### src/rtl/cu_pkg.sv
// Shared types and encodings for the accumulator CPU control unit.
// State enum, opcodes, bus encodings and the control word struct.
package cu_pkg;

  typedef enum logic [3:0] {
    RST, F1, F2, DEC,
    A1, A2, A3, L4, L5,
    S4, J3, SKIP, EX, HALT
  } state_t;

  localparam logic [7:0] OP_NOP  = 8'h00;
  localparam logic [7:0] OP_LDAC = 8'h01;
  localparam logic [7:0] OP_STAC = 8'h02;
  localparam logic [7:0] OP_MVAC = 8'h03;
  localparam logic [7:0] OP_MOVR = 8'h04;
  localparam logic [7:0] OP_ADD  = 8'h05;
  localparam logic [7:0] OP_SUB  = 8'h06;
  localparam logic [7:0] OP_INAC = 8'h07;
  localparam logic [7:0] OP_CLAC = 8'h08;
  localparam logic [7:0] OP_JUMP = 8'h09;
  localparam logic [7:0] OP_JMPZ = 8'h0A;
  localparam logic [7:0] OP_JPNZ = 8'h0B;
  localparam logic [7:0] OP_HALT = 8'hFF;

  localparam logic [2:0] RD_AC  = 3'd0;
  localparam logic [2:0] RD_AR  = 3'd1;
  localparam logic [2:0] RD_PC  = 3'd2;
  localparam logic [2:0] RD_DR  = 3'd3;
  localparam logic [2:0] RD_TR  = 3'd4;
  localparam logic [2:0] RD_RAM = 3'd5;
  localparam logic [2:0] RD_R   = 3'd6;
  localparam logic [2:0] RD_IR  = 3'd7;

  localparam logic [2:0] WR_NONE = 3'd0;
  localparam logic [2:0] WR_AC   = 3'd1;
  localparam logic [2:0] WR_AR   = 3'd2;
  localparam logic [2:0] WR_DR   = 3'd3;
  localparam logic [2:0] WR_IR   = 3'd4;
  localparam logic [2:0] WR_PC   = 3'd5;
  localparam logic [2:0] WR_R    = 3'd6;
  localparam logic [2:0] WR_RAM  = 3'd7;

  localparam logic [2:0] INC_NONE = 3'd0;
  localparam logic [2:0] INC_AC   = 3'd1;
  localparam logic [2:0] INC_AR   = 3'd2;
  localparam logic [2:0] INC_DR   = 3'd3;
  localparam logic [2:0] INC_IR   = 3'd4;
  localparam logic [2:0] INC_PC   = 3'd5;
  localparam logic [2:0] INC_R    = 3'd6;
  localparam logic [2:0] INC_TR   = 3'd7;

  localparam logic [3:0] ALU_HOLD = 4'd0;
  localparam logic [3:0] ALU_PASS = 4'd1;
  localparam logic [3:0] ALU_ADD  = 4'd2;
  localparam logic [3:0] ALU_SUB  = 4'd3;
  localparam logic [3:0] ALU_INC  = 4'd4;
  localparam logic [3:0] ALU_CLR  = 4'd5;

  typedef struct packed {
    logic [3:0] alu_con;
    logic [2:0] read_en;
    logic [2:0] inc_en;
    logic [2:0] write_en;
  } ctrl_word_t;

  function automatic ctrl_word_t cw(
    input logic [3:0] alu,
    input logic [2:0] rd,
    input logic [2:0] inc,
    input logic [2:0] wr
  );
    ctrl_word_t w;
    w.alu_con  = alu;
    w.read_en  = rd;
    w.inc_en   = inc;
    w.write_en = wr;
    return w;
  endfunction

endpackage

### src/rtl/cu_if.sv
// Control unit <-> datapath bundle.
// master: sequencer side, slave: datapath side.
interface cu_if
  import cu_pkg::*;
#(
  parameter int OPW   = 8,
  parameter int CNT_W = 16
);
  logic [OPW-1:0]   ir_opcode;
  logic             z;
  logic [3:0]       alu_con;
  logic [2:0]       read_en;
  logic [2:0]       inc_en;
  logic [2:0]       write_en;
  logic             halted;
  logic [CNT_W-1:0] instr_count;

  modport master (
    input  ir_opcode, z,
    output alu_con, read_en, inc_en,
    output write_en, halted, instr_count
  );

  modport slave (
    output ir_opcode, z,
    input  alu_con, read_en, inc_en,
    input  write_en, halted, instr_count
  );
endinterface

### src/rtl/cu_word_rom.sv
// Control word lookup: state plus latched opcode -> ctrl_word_t.
// Purely combinational so it can be swept in isolation.
module cu_word_rom
  import cu_pkg::*;
#(
  parameter int OPW = 8
) (
  input  state_t         state,
  input  logic [OPW-1:0] op,
  output ctrl_word_t     word
);

  always_comb begin
    word = '0;
    unique case (state)
      F1:   word = cw(ALU_HOLD, RD_PC,  INC_NONE, WR_AR);
      F2:   word = cw(ALU_HOLD, RD_RAM, INC_PC,   WR_IR);
      A1:   word = cw(ALU_HOLD, RD_PC,  INC_NONE, WR_AR);
      A2:   word = cw(ALU_HOLD, RD_RAM, INC_PC,   WR_DR);
      A3:   word = cw(ALU_HOLD, RD_DR,  INC_NONE, WR_AR);
      L4:   word = cw(ALU_HOLD, RD_RAM, INC_NONE, WR_DR);
      L5:   word = cw(ALU_PASS, RD_DR,  INC_NONE, WR_AC);
      S4:   word = cw(ALU_HOLD, RD_AC,  INC_NONE, WR_RAM);
      J3:   word = cw(ALU_HOLD, RD_DR,  INC_NONE, WR_PC);
      SKIP: word = cw(ALU_HOLD, RD_AC,  INC_PC,   WR_NONE);
      EX: begin
        case (op)
          OP_MVAC: word = cw(ALU_HOLD, RD_AC, INC_NONE, WR_R);
          OP_MOVR: word = cw(ALU_PASS, RD_R,  INC_NONE, WR_AC);
          OP_ADD:  word = cw(ALU_ADD,  RD_R,  INC_NONE, WR_AC);
          OP_SUB:  word = cw(ALU_SUB,  RD_R,  INC_NONE, WR_AC);
          OP_INAC: word = cw(ALU_INC,  RD_AC, INC_NONE, WR_AC);
          OP_CLAC: word = cw(ALU_CLR,  RD_AC, INC_NONE, WR_AC);
          default: word = '0;
        endcase
      end
      default: word = '0;
    endcase
  end

endmodule

### src/rtl/control_unit.sv
// Fetch/decode/execute sequencer for the 16-bit accumulator CPU.
// Define CU_INSTR_COUNT_EN to enable the retired-instruction counter.
module control_unit
  import cu_pkg::*;
#(
  parameter int             OPW     = 8,
  parameter int             CNT_W   = 16,
  parameter logic [OPW-1:0] HALT_OP = 8'hFF
) (
  input  logic clk,
  input  logic rst_n,
  cu_if.master bus
);

  state_t         state_q, state_d;
  logic [OPW-1:0] op_q, op_d;
  ctrl_word_t     word;
  logic           is_mem, is_alu;
  logic           is_jz, is_jnz, is_jmp;

  always_ff @(posedge clk) begin
    if (!rst_n) begin
      state_q <= RST;
      op_q    <= '0;
    end else begin
      state_q <= state_d;
      op_q    <= op_d;
    end
  end

  always_comb begin
    is_mem = (bus.ir_opcode == OP_LDAC)
          || (bus.ir_opcode == OP_STAC)
          || (bus.ir_opcode == OP_JUMP);
    is_alu = (bus.ir_opcode >= OP_MVAC)
          && (bus.ir_opcode <= OP_CLAC);
    is_jz  = (bus.ir_opcode == OP_JMPZ);
    is_jnz = (bus.ir_opcode == OP_JPNZ);
    is_jmp = (op_q == OP_JUMP)
          || (op_q == OP_JMPZ)
          || (op_q == OP_JPNZ);
  end

  always_comb begin
    state_d = state_q;
    op_d    = op_q;
    unique case (state_q)
      RST: state_d = F1;
      F1:  state_d = F2;
      F2:  state_d = DEC;
      DEC: begin
        // z is only looked at here; the opcode is held for later states
        op_d = bus.ir_opcode;
        unique case (1'b1)
          bus.ir_opcode == HALT_OP: state_d = HALT;
          is_mem:  state_d = A1;
          is_jz:   state_d = bus.z ? A1 : SKIP;
          is_jnz:  state_d = bus.z ? SKIP : A1;
          is_alu:  state_d = EX;
          default: state_d = F1;
        endcase
      end
      A1: state_d = A2;
      A2: state_d = is_jmp ? J3 : A3;
      A3: state_d = (op_q == OP_LDAC) ? L4 : S4;
      L4: state_d = L5;
      L5, S4, J3, SKIP, EX: state_d = F1;
      HALT: state_d = HALT;
      default: state_d = RST;
    endcase
  end

  cu_word_rom #(.OPW(OPW)) u_rom (
    .state (state_q),
    .op    (op_q),
    .word  (word)
  );

  assign bus.alu_con  = word.alu_con;
  assign bus.read_en  = word.read_en;
  assign bus.inc_en   = word.inc_en;
  assign bus.write_en = word.write_en;
  assign bus.halted   = (state_q == HALT);

`ifdef CU_INSTR_COUNT_EN
  logic [CNT_W-1:0] cnt_q;

  always_ff @(posedge clk) begin
    if (!rst_n)
      cnt_q <= '0;
    else if (state_q == DEC
             && bus.ir_opcode != HALT_OP)
      cnt_q <= cnt_q + 1'b1;
  end

  assign bus.instr_count = cnt_q;
`else
  assign bus.instr_count = {CNT_W{1'b0}};
`endif

endmodule

### src/flat_wrapper.sv
// flat-port wrapper written by rule: the top's interface ports become plain ports
module control_unit_flat import cu_pkg::*;
#(
  parameter int             OPW     = 8,
  parameter int             CNT_W   = 16,
  parameter logic [OPW-1:0] HALT_OP = 8'hFF
)
  (clk, rst_n, bus_ir_opcode, bus_z, bus_alu_con, bus_read_en, bus_inc_en, bus_write_en, bus_halted, bus_instr_count);
  cu_if #(.OPW(OPW), .CNT_W(CNT_W)) bus_i ();
  input  logic clk;
  input  logic rst_n;
  input wire logic [$bits(bus_i.ir_opcode)-1:0] bus_ir_opcode;
  input wire logic [$bits(bus_i.z)-1:0] bus_z;
  output wire logic [$bits(bus_i.alu_con)-1:0] bus_alu_con;
  output wire logic [$bits(bus_i.read_en)-1:0] bus_read_en;
  output wire logic [$bits(bus_i.inc_en)-1:0] bus_inc_en;
  output wire logic [$bits(bus_i.write_en)-1:0] bus_write_en;
  output wire logic [$bits(bus_i.halted)-1:0] bus_halted;
  output wire logic [$bits(bus_i.instr_count)-1:0] bus_instr_count;
  assign bus_i.ir_opcode = bus_ir_opcode;
  assign bus_i.z = bus_z;
  assign bus_alu_con = bus_i.alu_con;
  assign bus_read_en = bus_i.read_en;
  assign bus_inc_en = bus_i.inc_en;
  assign bus_write_en = bus_i.write_en;
  assign bus_halted = bus_i.halted;
  assign bus_instr_count = bus_i.instr_count;
  control_unit #(.OPW(OPW), .CNT_W(CNT_W), .HALT_OP(HALT_OP)) u_core (.clk(clk), .rst_n(rst_n), .bus(bus_i));
endmodule
### config.mk
export PLATFORM = sky130hd
export DESIGN_NAME = control_unit_flat
export DESIGN_NICKNAME = d
export VERILOG_FILES = /design/src/rtl/cu_pkg.sv /design/src/rtl/cu_if.sv /design/src/rtl/cu_word_rom.sv /design/src/rtl/control_unit.sv /design/src/flat_wrapper.sv
export SDC_FILE = /design/constraint.sdc
export NUM_CORES = 1
export LEC_CHECK = 0
export CAP_MARGIN = 20
export CORE_ASPECT_RATIO = 0.8
export CORE_UTILIZATION = 47
export DETAILED_ROUTE_END_ITERATION = 8
export HOLD_SLACK_MARGIN = 0.03
export PLACE_DENSITY = 0.9
export RECOVER_POWER = 25
export SLEW_MARGIN = 10
export SYNTH_ARGS = -nofsm -noshare
export SYNTH_HDL_FRONTEND = slang
export SYNTH_SLANG_ARGS = --single-unit
### constraint.sdc
create_clock -name clk -period 3.34 [get_ports clk]
set_input_delay 0.334 -clock clk [delete_from_list [all_inputs] [get_ports clk]]
set_output_delay 0.334 -clock clk [all_outputs]
set_load 0.01 [all_outputs]
==> Yosys cells after proc, flatten, opt, wreduce, memory -nomap -nowiden <==
Cells that the tools add are included.
{ "classes": {"order_cmp": 2, "mux": 8, "eq_ne": 29, "reduce_logical": 8} }
{ "ops": {"columns": ["cell", "n"], "rows": [
  ["12-bit case mux with 10 select lines", 1],
  ["12-bit case mux with 6 select lines", 1],
  ["8-bit by 4-bit == test with 1-bit output (second input constant)", 7],
  ["4-bit case mux with 9 select lines", 1],
  ["8-bit by 3-bit == test with 1-bit output (second input constant)", 4],
  ["4-bit == test (second input constant)", 6],
  ["4-bit case mux with 5 select lines", 1],
  ["4-bit by 3-bit == test with 1-bit output (second input constant)", 4],
  ["8-bit by 1-bit == test with 1-bit output (second input constant)", 2],
  ["8-bit by 2-bit == test with 1-bit output (second input constant)", 2],
  ["4-bit 2-to-1 mux", 4],
  ["4-bit by 2-bit == test with 1-bit output (second input constant)", 2],
  ["8-bit == test (second input constant)", 1],
  ["8-bit by 2-bit greater-or-equal comparator with 1-bit output (second input constant)", 1],
  ["8-bit by 4-bit less-or-equal comparator with 1-bit output (second input constant)", 1],
  ["6-bit OR reduction", 1],
  ["4-bit by 1-bit == test with 1-bit output (second input constant)", 1],
  ["4-bit logical NOT", 1],
  ["1-bit logical OR", 4],
  ["2-bit OR reduction", 1],
  ["1-bit logical AND", 1]
]} }
{ "word_totals": {"wordCells": 49, "out_inout_bits": 30, "ff_bits": 12} }

==> Longest topological paths before layout <==
{ "depth": {"depth_word": 5, "ltp_mapped": 6} }

==> Hierarchy <==
Synthesis repeated with hierarchy kept, for this count alone.
{ "unflattened": {"cells_unflattened": 164, "hier_area_um2": 1234.9} }
{ "modules_own_cells": {"columns": ["mod", "cells_each", "area_each_um2", "seq_area_each_um2", "n_inst"], "rows": [
  ["control_unit", 113, 900.9, 240.2, 1],
  ["cu_word_rom", 51, 334.1, 0.0, 1]
]} }

==> Worst setup path before layout <==
Ideal clock, no wire load.
{ "synth_path": {"path_type": "flip-flop to output port", "start": "register u_core.op_q[4]", "end": "output port bus_write_en[1]", "setup_slack_ns": 1.511, "n_path_buf": 0, "arrival_ns": 1.495, "required_ns": 3.006, "path_stages_with_launch": 4, "path_cell_list": "dfxtp_1 or4_4 o31a_2 o21ai_0"} }
{ "synth_via": {"elab_chain_cells": 3, "elab_cells_between_ends": 8, "cone_classes": "eq/ne (6); mux (2)"} }
{ "synth_lines": {"columns": ["item", "line_no", "rtl"], "rows": [
  ["start: declaration", "control_unit.sv:16", "logic [OPW-1:0] op_q, op_d;"],
  ["start signal: assignment", "control_unit.sv:27", "op_q <= op_d;"],
  ["8-bit by 4-bit == test with 1-bit output (tied with other cells)", "cu_word_rom.sv:27", "case (op)"],
  ["12-bit case mux with 6 select lines (*)", "cu_word_rom.sv:27", null],
  ["12-bit case mux with 10 select lines (*)", "cu_word_rom.sv:15", "unique case (state)"],
  ["end: declaration", "flat_wrapper.sv:17", "output wire logic [$bits(bus_i.write_en)-1:0] bus_write_en;"]
]} }
Mark *: on every way between the ends. The rest lies on a longest branch, timed or not.

==> Worst setup path after layout <==
{ "layout_path": {"start": "register u_core.state_q[2]", "end": "output port bus_write_en[1]"} }
{ "layout_via": {"elab_chain_cells": 3, "elab_cells_between_ends": 13, "cone_classes": "eq/ne (11); mux (1); reduce/logical (1)"} }
{ "layout_lines": {"columns": ["item", "line_no", "rtl"], "rows": [
  ["start: declaration", "control_unit.sv:15", "state_t state_q, state_d;"],
  ["start signal: assignment", "control_unit.sv:26", "state_q <= state_d;"],
  ["4-bit by 1-bit == test with 1-bit output or 4-bit by 3-bit == test with 1-bit output (tied branches)", "cu_word_rom.sv:15", null],
  ["2-bit OR reduction (no source line)", null, null],
  ["12-bit case mux with 10 select lines (*)", "cu_word_rom.sv:15", null]
]} }
Marked as above.

==> reports/qor.csv <==
stage;metric;value;unit
critical_path;worst-r2r-cell-count;5;
critical_path;worst_setup_path_start_kind;flop;
clock_network;worst_setup_hold_path_clk_slew;0.07;ns
detailed_routing;dr_total_vias;1091;
timing;maxSlewViolCount;0;
detailed_routing;route.antenna.remaining_nets;0;
timing;final-hold-violation-count;0;
clock_network;cts-resized-gates;0;
pwr;power.density;272;mW/mm2
critical_path;rr_endpoint;u_core.state_q[3];
layout;n_antenna_cell;0;
synthesis;synthesis.yosys.warnings;0;
synthesis;synth_cells;153;
timing;slew_headroom;64.6;%
detailed_routing;viasPerCell;5.62;
clock_network;cts_buffers;3;
floorplanning;floorplan.initialDensity;49.7;%
synthesis;synth-edff-count;0;
global_route;grt_usage;18.5;%
detailed_routing;drt_wl_total;2260;um
detailed_routing;wire_per_inst;11.7;um
critical_path;crit_required;3.01;ns
timing;final.setup.tns;0;ns
synthesis;syn-cell-area;0.00107;mm2
min_path;worst_hold_path_type;reg -> reg;
global_route;grt_pass1_wl;3590;um
layout;fillers;204;
timing;fmax;362;MHz
floorplanning;die_outline_height;44.7;um
critical_path;crit_path_max_fanout;11;
timing;final.hold.worst_slack;0.472;ns
min_path;whs_path_depth;2;
clock_network;worstSkewPairLatency;0.27;ns
timing;timing_worst_slew_pin_value;0.527;ns
detailed_routing;drt_iter0_drc;27;
place;port_buffers;22;
detailed_routing;firstDrtPassIters;4;
critical_path;critical_path_arrival;2.43;ns
status;run_status;finished, final reports clean;
flow_run;drv.max_cap_violation_count;0;
timing;rsz_0062_raised_after_global_routing;false;
critical_path;reg2reg_slack;1.60;ns
floorplanning;rows;15;
clock_network;clock_tree.htree_level_count;1;
global_route;first_global_vias;856;
timing;fin_crit;2.77;ns
layout;multi_input_comb_area;703;um2
synthesis;synth.yosys.seq_area_share;22.4;%
detailed_routing;remaining_drc_errors;0;
layout;final-seq-area;240;um2
critical_path;worstSetupPathType;reg -> out;
floorplanning;placeableCoreArea;0.00216;mm2
critical_path;crit_path_end_kind;output port;
timing;layout_worst_path_cycle_share;82.8;%
synthesis;async_flop_share;0;%
clock_network;post_cts.repair.setup_buffers;0;
floorplanning;width_of_the_chip;55.4;um
layout;number_of_nets_in_the_finished_design;182;
min_path;worst_hold_path.endpoint;u_core.op_q[4];
synthesis;ys_types;42;
global_route;grt_antenna_before_repair;0;
critical_path;r2r_startpoint;u_core.state_q[3];
layout;final_layout_size_suffix_gt1_share;5.33;%
min_path;holdCritStartpoint;u_core.op_q[4];
pwr;static-leakage-power;0.429;nW
clock_network;cts.hold.buffers_added;0;
timing;timing.final.setup_violations;0;
global_route;overflow;0;
clock_network;root_buffer;sky130_fd_sc_hd__clkbuf_4;
floorplanning;die_area;0.00248;mm2
floorplanning;floorplan.io_pins;41;
clock_network;cts-root-to-sink-buffers;2;
place;dp_hpwl;1790;um
clock_network;tritoncts;yes;
layout;area_growth;14.5;%
clock_network;numClockSinks;12;
synthesis;ys.flop_type;sky130_fd_sc_hd__dfxtp_1;
global_route;pin_count_of_the_biggest_net_entering_global_routing;17;
place;routabilityCongestion;0.866;
synthesis;post_synth.cell_area_avg;7.02;um2
synthesis;synth_seq_cells;12;
timing;finClkSkew;0.00494;ns
pwr;vdd.ir_drop.worst;0.000170;V
[layout make-up]
cell class / instances / share of cell area (%)
timing repair buffer: 22 / 17.9
sequential: 12 / 19.6
inverter: 3 / 0.916
tap: 25 / 2.55
clock buffer: 3 / 1.83
multi-input combinational: 129 / 57.2
[layout by cell type, fill, tap and decap left out, drive strengths merged, types with 2 or more instances in the layout]
master / instances
a21oi: 15
clkbuf: 3
and3: 3
a31oi: 2
or4: 3
or3: 2
dfxtp: 12
o22ai: 2
nor2: 11
nor4b: 2
nor3: 3
xnor2: 2
nor4: 2
nand3: 4
nor2b: 4
o21ai: 9
nand4: 3
conb: 18
nand2b: 6
clkdlybuf4s50: 22
nand2: 26
inv: 2
[cells by family after synthesis]
logic type	share of synthesized area, %
simple gates	36.7
other cells	0.349
compound gates	20.0
xor+xnor	2.45
buf+inv	18.1
flops	22.4
[how the worst max path moves through the flow]
stage,endpoint,slack [ns],depth (start not counted),startpoint
after floorplan,bus_write_en[1],1.51,3,u_core.op_q[4]
after global placement,bus_write_en[1],0.99,5,u_core.state_q[2]
after detailed placement,bus_write_en[1],0.90,5,u_core.state_q[2]
after CTS,bus_write_en[1],0.59,5,u_core.state_q[2]
after global routing,bus_write_en[1],0.49,5,u_core.state_q[2]
final,bus_write_en[1],0.57,5,u_core.state_q[2]
[worst max-delay path, stage by stage, from the launching register on]
cell,delay (ns)
sky130_fd_sc_hd__dfxtp_1,0.54
sky130_fd_sc_hd__inv_1,0.16
sky130_fd_sc_hd__or4_1,0.44
sky130_fd_sc_hd__o31a_2,0.31
sky130_fd_sc_hd__o21ai_0,0.15
sky130_fd_sc_hd__clkdlybuf4s50_1,0.56
[cell usage after synthesis, drive strengths merged, types with 3 or more instances]
library cell   n  share of area, %
nand2         26               9.1
buf           23                16
a21oi         15               7.0
dfxtp         12                22
nor2          11               3.8
o21ai          9               4.2
nand2b         6               3.5
nand3          4               1.9
nor2b          4               2.3
and3           3               1.7
clkbuf         3               1.2
nand4          3               1.7
nor3           3               1.9
or4            3               2.4
[sequential cells by signal, indices dropped and copies added, names as in the netlist]
| signal | count |
|---|---|
| u_core.state_q | 4 |
| u_core.op_q | 8 |
[through the flow]
stage	setup slack, ns	cells	utilization [%]	power (mW)	area [um2]
6_report	0.574	194	56.9	0.334	1230
4_1_cts	0.592	194	56.9	0.337	1230
2_1_floorplan	1.51	170	-	0.229	1140
3_5_place_dp	0.895	191	55.9	0.249	1210
3_3_place_gp	0.995	191	55.9	0.246	1210
5_1_grt	0.488	194	56.9	0.352	1230
[per-layer routing]
| metal | vias up | track usage (%) | wire length, um |
|---|---|---|---|
| met2 | 56 | 31.6 | 1060 |
| met3 | 7 | 3.72 | 164 |
| met5 | - | 0 | 0 |
| met4 | 0 | 10.0 | 53 |
| li1 | 536 | - | - |
| met1 | 492 | 22.6 | 983 |
[report_power, final]
part	switching, mW	total (mW)	internal, mW
combinational	0.0454	0.0868	0.0414
clock	0.0448	0.0866	0.0418
sequential	0.0122	0.160	0.148
total	0.102	0.334	0.231
Power figures use the tool's default switching activity.
